===== src/rtl/gpio_cmd_sequencer.sv =====
// GPIO-driven command sequencer for an image RAM and a convolution engine.
// A micro writes a command word on i_gpo and reads the response on o_gpi with a
// four-phase handshake on bit [31] (enable out, ack back).
//
// Ports:
//   clock, i_reset   - rising-edge clock, asynchronous active-low reset
//   i_gpo            - command: [31] enable, [30:24] opcode, [23:0] data
//   o_gpi            - response: [31] ack, [30:24] echoed opcode, [23:0] result
//   o_ram_we/addr/wdata, i_ram_rdata - image RAM port (read data one cycle late)
//   o_conv_start, i_conv_done        - convolution engine start pulse / done
module gpio_cmd_sequencer #(
    parameter int unsigned NB_GPIOS     = 32,
    parameter int unsigned NB_C0M       = 7,
    parameter int unsigned NB_DATA      = 24,
    parameter int unsigned RAM_WIDTH    = 8,
    parameter int unsigned RAM_DEPTH    = 2**16,
    parameter int unsigned CONV_TIMEOUT = 4096
) (
    input  logic                         clock,
    input  logic                         i_reset,
    input  logic [NB_GPIOS-1:0]          i_gpo,
    output logic [NB_GPIOS-1:0]          o_gpi,
    output logic                         o_ram_we,
    output logic [$clog2(RAM_DEPTH)-1:0] o_ram_addr,
    output logic [RAM_WIDTH-1:0]         o_ram_wdata,
    input  logic [RAM_WIDTH-1:0]         i_ram_rdata,
    output logic                         o_conv_start,
    input  logic                         i_conv_done
);
    localparam int unsigned NA   = $clog2(RAM_DEPTH);
    localparam int unsigned CntW = $clog2(CONV_TIMEOUT + 1);

    localparam logic [NA-1:0]     LastAddr = NA'(RAM_DEPTH - 1);
    localparam logic [CntW-1:0]   LastCnt  = CntW'(CONV_TIMEOUT - 1);

    localparam logic [NB_C0M-1:0] OpRstPtr    = NB_C0M'(1);
    localparam logic [NB_C0M-1:0] OpWrPix     = NB_C0M'(2);
    localparam logic [NB_C0M-1:0] OpStartConv = NB_C0M'(3);
    localparam logic [NB_C0M-1:0] OpRdPix     = NB_C0M'(4);
    localparam logic [NB_C0M-1:0] OpRdStatus  = NB_C0M'(5);

    typedef enum logic [2:0] {StIdle, StExec, StRdWait, StConvBusy, StAck} state_e;

    state_e state_q, state_d;

    logic en_q1, en_q2, en_q3;
    logic en_rise;

    logic [NB_C0M-1:0]    op_q;
    logic [RAM_WIDTH-1:0] pix_q;
    logic [NB_DATA-1:0]   result_q;
    logic [NA-1:0]        wr_ptr_q, rd_ptr_q, wr_ptr_nxt, rd_ptr_nxt;
    logic [CntW-1:0]      cnt_q;
    logic                 ovf_q, timeout_q, bad_q, done_q;
    logic [15:0]          wp16;
    logic [NB_DATA-1:0]   status;
    logic                 unused_gpo;

    // Data bits above the pixel field are carried by the command word but unused.
    assign unused_gpo = ^i_gpo[NB_DATA-1:RAM_WIDTH];

    assign en_rise    = en_q2 & ~en_q3;
    assign wr_ptr_nxt = (wr_ptr_q == LastAddr) ? '0 : wr_ptr_q + 1'b1;
    assign rd_ptr_nxt = (rd_ptr_q == LastAddr) ? '0 : rd_ptr_q + 1'b1;
    assign wp16       = 16'(wr_ptr_q);
    assign status     = NB_DATA'({wp16, 4'b0000, ovf_q, timeout_q, bad_q, done_q});

    // Enable sync/edge flops reset to 1 so an enable held high across reset
    // release is not mistaken for a new command.
    always_ff @(posedge clock or negedge i_reset) begin
        if (!i_reset) begin
            en_q1 <= 1'b1;
            en_q2 <= 1'b1;
            en_q3 <= 1'b1;
        end else begin
            en_q1 <= i_gpo[NB_GPIOS-1];
            en_q2 <= en_q1;
            en_q3 <= en_q2;
        end
    end

    always_ff @(posedge clock or negedge i_reset) begin
        if (!i_reset) begin
            state_q <= StIdle;
        end else begin
            state_q <= state_d;
        end
    end

    always_comb begin
        state_d = state_q;
        unique case (state_q)
            StIdle: if (en_rise) state_d = StExec;
            StExec: begin
                if (op_q == OpStartConv) begin
                    state_d = StConvBusy;
                end else if (op_q == OpRdPix) begin
                    state_d = StRdWait;
                end else begin
                    state_d = StAck;
                end
            end
            StRdWait:   state_d = StAck;
            StConvBusy: if (i_conv_done || (cnt_q == LastCnt)) state_d = StAck;
            StAck:      if (!en_q2) state_d = StIdle;
            default:    state_d = StIdle;
        endcase
    end

    always_comb begin
        o_ram_we     = 1'b0;
        o_ram_addr   = '0;
        o_ram_wdata  = '0;
        o_conv_start = 1'b0;
        o_gpi        = '0;
        unique case (state_q)
            StExec: begin
                if (op_q == OpWrPix) begin
                    o_ram_we    = 1'b1;
                    o_ram_addr  = wr_ptr_q;
                    o_ram_wdata = pix_q;
                end else if (op_q == OpRdPix) begin
                    o_ram_addr  = rd_ptr_q;
                end else if (op_q == OpStartConv) begin
                    o_conv_start = 1'b1;
                end
            end
            StAck:   o_gpi = NB_GPIOS'({1'b1, op_q, result_q});
            default: ;
        endcase
    end

    always_ff @(posedge clock or negedge i_reset) begin
        if (!i_reset) begin
            op_q      <= '0;
            pix_q     <= '0;
            result_q  <= '0;
            wr_ptr_q  <= '0;
            rd_ptr_q  <= '0;
            cnt_q     <= '0;
            ovf_q     <= 1'b0;
            timeout_q <= 1'b0;
            bad_q     <= 1'b0;
            done_q    <= 1'b0;
        end else begin
            unique case (state_q)
                StIdle: begin
                    if (en_rise) begin
                        op_q     <= i_gpo[NB_DATA +: NB_C0M];
                        pix_q    <= i_gpo[RAM_WIDTH-1:0];
                        result_q <= '0;
                    end
                end
                StExec: begin
                    cnt_q <= '0;
                    case (op_q)
                        OpRstPtr: begin
                            wr_ptr_q  <= '0;
                            rd_ptr_q  <= '0;
                            ovf_q     <= 1'b0;
                            timeout_q <= 1'b0;
                            bad_q     <= 1'b0;
                            done_q    <= 1'b0;
                        end
                        OpWrPix: begin
                            wr_ptr_q <= wr_ptr_nxt;
                            if (wr_ptr_q == LastAddr) ovf_q <= 1'b1;
                        end
                        OpRdStatus:           result_q <= status;
                        OpStartConv, OpRdPix: begin end
                        default:              bad_q <= 1'b1;
                    endcase
                end
                StRdWait: begin
                    result_q <= NB_DATA'(i_ram_rdata);
                    rd_ptr_q <= rd_ptr_nxt;
                end
                StConvBusy: begin
                    if (i_conv_done) begin
                        done_q <= 1'b1;
                    end else if (cnt_q == LastCnt) begin
                        timeout_q <= 1'b1;
                    end else begin
                        cnt_q <= cnt_q + 1'b1;
                    end
                end
                default: ;
            endcase
        end
    end

endmodule

===== config.mk =====
export PLATFORM = sky130hd
export DESIGN_NAME = gpio_cmd_sequencer
export DESIGN_NICKNAME = d
export VERILOG_FILES = /design/src/rtl/gpio_cmd_sequencer.sv
export SDC_FILE = /design/constraint.sdc
export NUM_CORES = 1
export LEC_CHECK = 0
export ABC_CLOCK_PERIOD_IN_PS = 4600
export CORE_ASPECT_RATIO = 1.2
export CORE_MARGIN = 2
export CORE_UTILIZATION = 35
export CTS_CLUSTER_DIAMETER = 150
export DETAILED_ROUTE_END_ITERATION = 8
export SETUP_SLACK_MARGIN = 0.3
export SLEW_MARGIN = 20
export SYNTH_ARGS = -nofsm -noshare
export SYNTH_HDL_FRONTEND = slang
export SYNTH_SLANG_ARGS = --single-unit

===== constraint.sdc =====
create_clock -name clock -period 4.6 [get_ports clock]
set_input_delay 0.46 -clock clock [delete_from_list [all_inputs] [get_ports clock]]
set_output_delay 0.46 -clock clock [all_outputs]
set_load 0.01 [all_outputs]

## Yosys cells after proc, flatten, opt, wreduce, memory -nomap -nowiden

Cells that the tools add are included.

| operators by class | value |
|---|---|
| add/subtract/negate cells | 3 |
| equal/unequal tests | 22 |
| mux-type cells | 38 |
| bitwise logic cells | 3 |
| reductions and logical operators | 17 |

Operators by type and width:

| cell | count |
|---|---|
| $mux W16 | 6 |
| $pmux W24 S3 | 1 |
| $pmux W16 S2 | 2 |
| $mux W24 | 2 |
| $add A16 B1 Y16 const B | 2 |
| $eq A16 B16 Y1 const B | 2 |
| $mux W32 | 1 |
| $mux W13 | 2 |
| $pmux W13 S2 | 1 |
| $mux W8 | 2 |
| $ne A2 B2 Y1 const B | 8 |
| $mux W3 | 5 |
| $pmux W3 S5 | 1 |
| $reduce_and A3 Y1 | 5 |
| $eq A7 B2 Y1 const B | 2 |
| $eq A7 B3 Y1 const B | 2 |
| $add A13 B1 Y13 const B | 1 |
| $eq A13 B12 Y1 const B | 1 |
| $mux W1 | 11 |
| $pmux W1 S2 | 4 |
| $reduce_and A2 Y1 | 4 |
| $eq A7 B1 Y1 const B | 1 |
| $eq A3 B2 Y1 const B | 2 |
| $reduce_bool A2 Y1 | 3 |
| 10 further kinds | 12 |

| word-level totals | value |
|---|---|
| register bits | 94 |
| word-level logic and storage cells | 97 |

## Depth between registers and ports, before layout

| depth | value |
|---|---|
| word-level depth | 5 |
| mapped depth | 9 |
| mapped depth without buffers | 6 |

## Least setup slack after synthesis

OpenSTA, ideal clock, no wires.

| path | value |
|---|---|
| kind | register to output |
| start | register state_q[2] |
| end | output o_ram_addr[8] |
| arrival time | 2.063 ns |
| slack | 2.077 ns |
| cell stages (with the launch flop) | 9 |
| path buffers | 3 |
| cell sequence | dfrtp_1 > buf_6 > or3b_1 > buf_2 > or3_1 > and2b_1 > buf_2 > nand2_1 > a21oi_1 |

| on the way | value |
|---|---|
| word-level cells in the longest chain between the ends | 2 |

Ends and longest elaborated chain:

| item | line | text |
|---|---|---|
| from (decl) | 44 | `state_e state_q, state_d;` |
| from (signal assigned) | 84 | `state_q <= StIdle;` |
| from (signal assigned) | 86 | `state_q <= state_d;` |
| $eq A3 B1 Y1 | 116 | `unique case (state_q)` |
| $mux W16 | 116 |  |
| to (decl) | 24 | `output logic [$clog2(RAM_DEPTH)-1:0] o_ram_addr,` |

No other way between the ends.

## Final worst setup path

| path | value |
|---|---|
| start | register state_q[2] |
| end | output o_ram_addr[15] |

The elaborated chain is that of the path after synthesis.

==> results.md <==
- Beginning of the worst register-to-register path: state_q[2]$_DFFE_PN0P_
- Hold Slack: approximately 0.11 ns
- Crit path required time: 4.14 ns
- First-pass GRT wire length: approximately 21,000 um
- Post-CTS Setup Inserts: 0
- Residual DRC count: 0
- HP Class: in2async
- Crit path max fanout: 15
- DP Wirelength: approximately 8500 um
- R2R Setup Slk: approximately 2.1 ns
- Synth Cell Area: around 4900 um2
- Post-synth top area cell: dfrtp_1
- CP endpoint kind: output pin
- Core Box Area: around 14,000 um2
- Largest net degree at the start of global routing: 49
- CTS Buffer Depth: 2
- Reg2reg end: wp16[11]$_DFFE_PN0P_
- WP data arrival: around 3.3 ns
- Via count: 4,133
- Yosys warns: 0
- Critical Path Source Type: flip-flop
- Status: finished clean
- Setup TNS: 0 ns
- Ys async rst share: 100%
- Die footprint: between 10,000 and 15,000 um2
- Relative slew margins: around 44%
- CTS resizes: 0
- Pre-Repair DR Iteration Count: 4
- Top cell type's share of synthesized area: ~47%
- Initial core utilization: between 30% and 40%
- Worst vdd ir: a little over 0.2 mV
- Number of clock sinks: 94
- CTS tree: yes
- IO Pins: just over 100
- Post-Syn Area per Cell: about 8.9 um2
- Slew @ Worst Pin: ~0.84 ns
- Wire per inst: about 15 um
- Initial antenna violation count: 0
- Synth area leaders: dfrtp_1 47%, o21ai_0 7.0%, nand2_1 6.4%
- Mapped Nets: 591
- RSZ-0062 raised after global routing: false
- Vias in the first global route: between 3,000 and 4,000
- Power per cell area: 337 nW/um2
- Post-synthesis cell type count: between 50 and 60
- Number of synthesized register bits: between 90 and 100
- Ant diodes: 0
- DRT iter0 DRCs: 231
- Tcrit/Tclk final: just over 80%
- CTS Hold Bufs: 0
- Post-synth EDFFs: 0
- Congestion Overflow GR: 0
- Sequential fraction of the synthesis area: 48.4%
- Skew-Pair Late Insertion Delay: about 0.35 ns
- Tmin final: approximately 3.7 ns
- Root buffer cell: clkbuf_16
- Clock Skews: ~0.012 ns
- Die height: between 100 and 150 um
- Area Growth Syn to Fin: 27.5%
- # H-tree levels: 3
- Max-slew violations: 0
- Post-synthesis instance total: about 550
- Clock-pin slew on the worst setup and hold paths: about 0.060 ns
- Crit path kind: reg2out
- # nets final: around 660
- Port Buf Inserts: 84
- Gr usage total: ~17%
- R2R cell count: 5
- Cts bufs inserted: 9
- Share of layout cells above drive strength 1: a little under a tenth
- Maxcap violations: 0
- FMAX: ~270 MHz
- Top_reg_cell synth: dfrtp_1
- Top cells by count, synth: 91 x dfrtp_1, 83 x nand2_1, 68 x o21ai_0
- Final hold vios: 0
- Post-DRT Antenna Nets: 0
- Total wire length: between 10,000 and 15,000 um
- Setup-failing EPs final: 0
- Vias/cell: 5.21
- Most frequent cell after synthesis: dfrtp_1
- Total leakage power: 2.57 nW
- # rows: 47
- DIE WIDTH: ~110 um
- RD Place Congestion: between 0.7 and 0.8
-- cell type report --
cell class              instances  area, um2
fillers                      1348       7490
clock buffers                  10        239
clock inverters                 6       93.8
repair buffers                 91        891
multi-input cells             415       2400
flip-flops and latches         94       2360
well taps                     171        214
inverters                       6       22.5
-- critical path, cell delays in order, from the launching register on --
cell and delay [ns]:
dfrtp_1 0.49, or3b_1 0.59, or3_1 0.38, and2b_1 0.51, nand2_1 0.10, a21oi_1 0.25
clkdlybuf4s50_1 0.58
-- placed cells by master, fill, tap and decap left out, types with 4 or more instances in the layout --
cell	instances
xor2_1	6
nand4_1	12
clkbuf_16	9
nor3_1	4
nor2_1	47
inv_1	5
a22o_1	10
clkdlybuf4s50_1	83
nand2_1	83
a22oi_1	5
or3_1	6
nand3_1	23
dfrtp_1	91
a31oi_1	6
a21oi_1	24
buf_4	8
mux2_2	17
a21o_1	4
o21ai_0	68
and2_1	41
and3_1	10
-- worst max path at each step --
stage	from	to	slack (ns)	cells past startpoint
2_1_floorplan	state_q[2]$_DFFE_PN0P_	o_ram_addr[8]	2.08	8
3_3_place_gp	state_q[2]$_DFFE_PN0P_	o_ram_addr[15]	1.24	6
3_5_place_dp	state_q[2]$_DFFE_PN0P_	o_ram_addr[15]	1.23	6
5_1_grt	state_q[2]$_DFFE_PN0P_	o_ram_addr[15]	0.72	6
6_report	state_q[2]$_DFFE_PN0P_	o_ram_addr[15]	0.89	6
4_1_cts	state_q[2]$_DFFE_PN0P_	o_ram_addr[15]	0.84	6
-- routing by layer --
layer	global-route usage [%]	up-vias	part of all wire [%]
met3	4.14	8	5.4
li1	-	2068	-
met5	0	-	0
met1	23.3	1952	46
met2	26.5	105	47
met4	4.66	0	1.3
-- flip-flops by register name, summed over array words and instances (netlist names), 3 cells and up --
name and cells:
rd_ptr_q 16, cnt_q 13, wp16 16, pix_q 8, state_q 3, op_q 7
result_q 24
-- power breakdown --
group          internal, mW  total, mW  switching (mW)  leakage, nW
Sequential            0.896      0.972          0.0756         1.26
Combinational         0.150      0.300           0.150         1.15
Clock                 0.495      0.823           0.328        0.159
-- per-stage QoR --
stage / instance area (um2) / worst slack, ns / instances / util (%) / total power [mW]
3_3_place_gp: 5870 / 1.24 / 777 / 42.9 / 1.28
3_5_place_dp: 5870 / 1.23 / 777 / 42.9 / 1.29
4_1_cts: 6210 / 0.838 / 793 / 45.3 / 2.12
6_report: 6210 / 0.886 / 793 / 45.3 / 2.09
5_1_grt: 6210 / 0.719 / 793 / 45.3 / 2.20
2_1_floorplan: 4870 / 2.08 / 545 / - / 1.16
-- cells by family after synthesis --
| family | synth area share (%) |
|---|---|
| AND/OR/NAND/NOR | 25.6 |
| adder cells (fa/ha/maj) | 0.770 |
| AO/OA/AOI/OAI | 15.9 |
| multiplexers | 4.55 |
| flip-flops | 48.4 |
| buffers and inverters | 3.24 |
| XOR/XNOR | 1.62 |
Note: power is estimated with default switching activity, not from simulation.
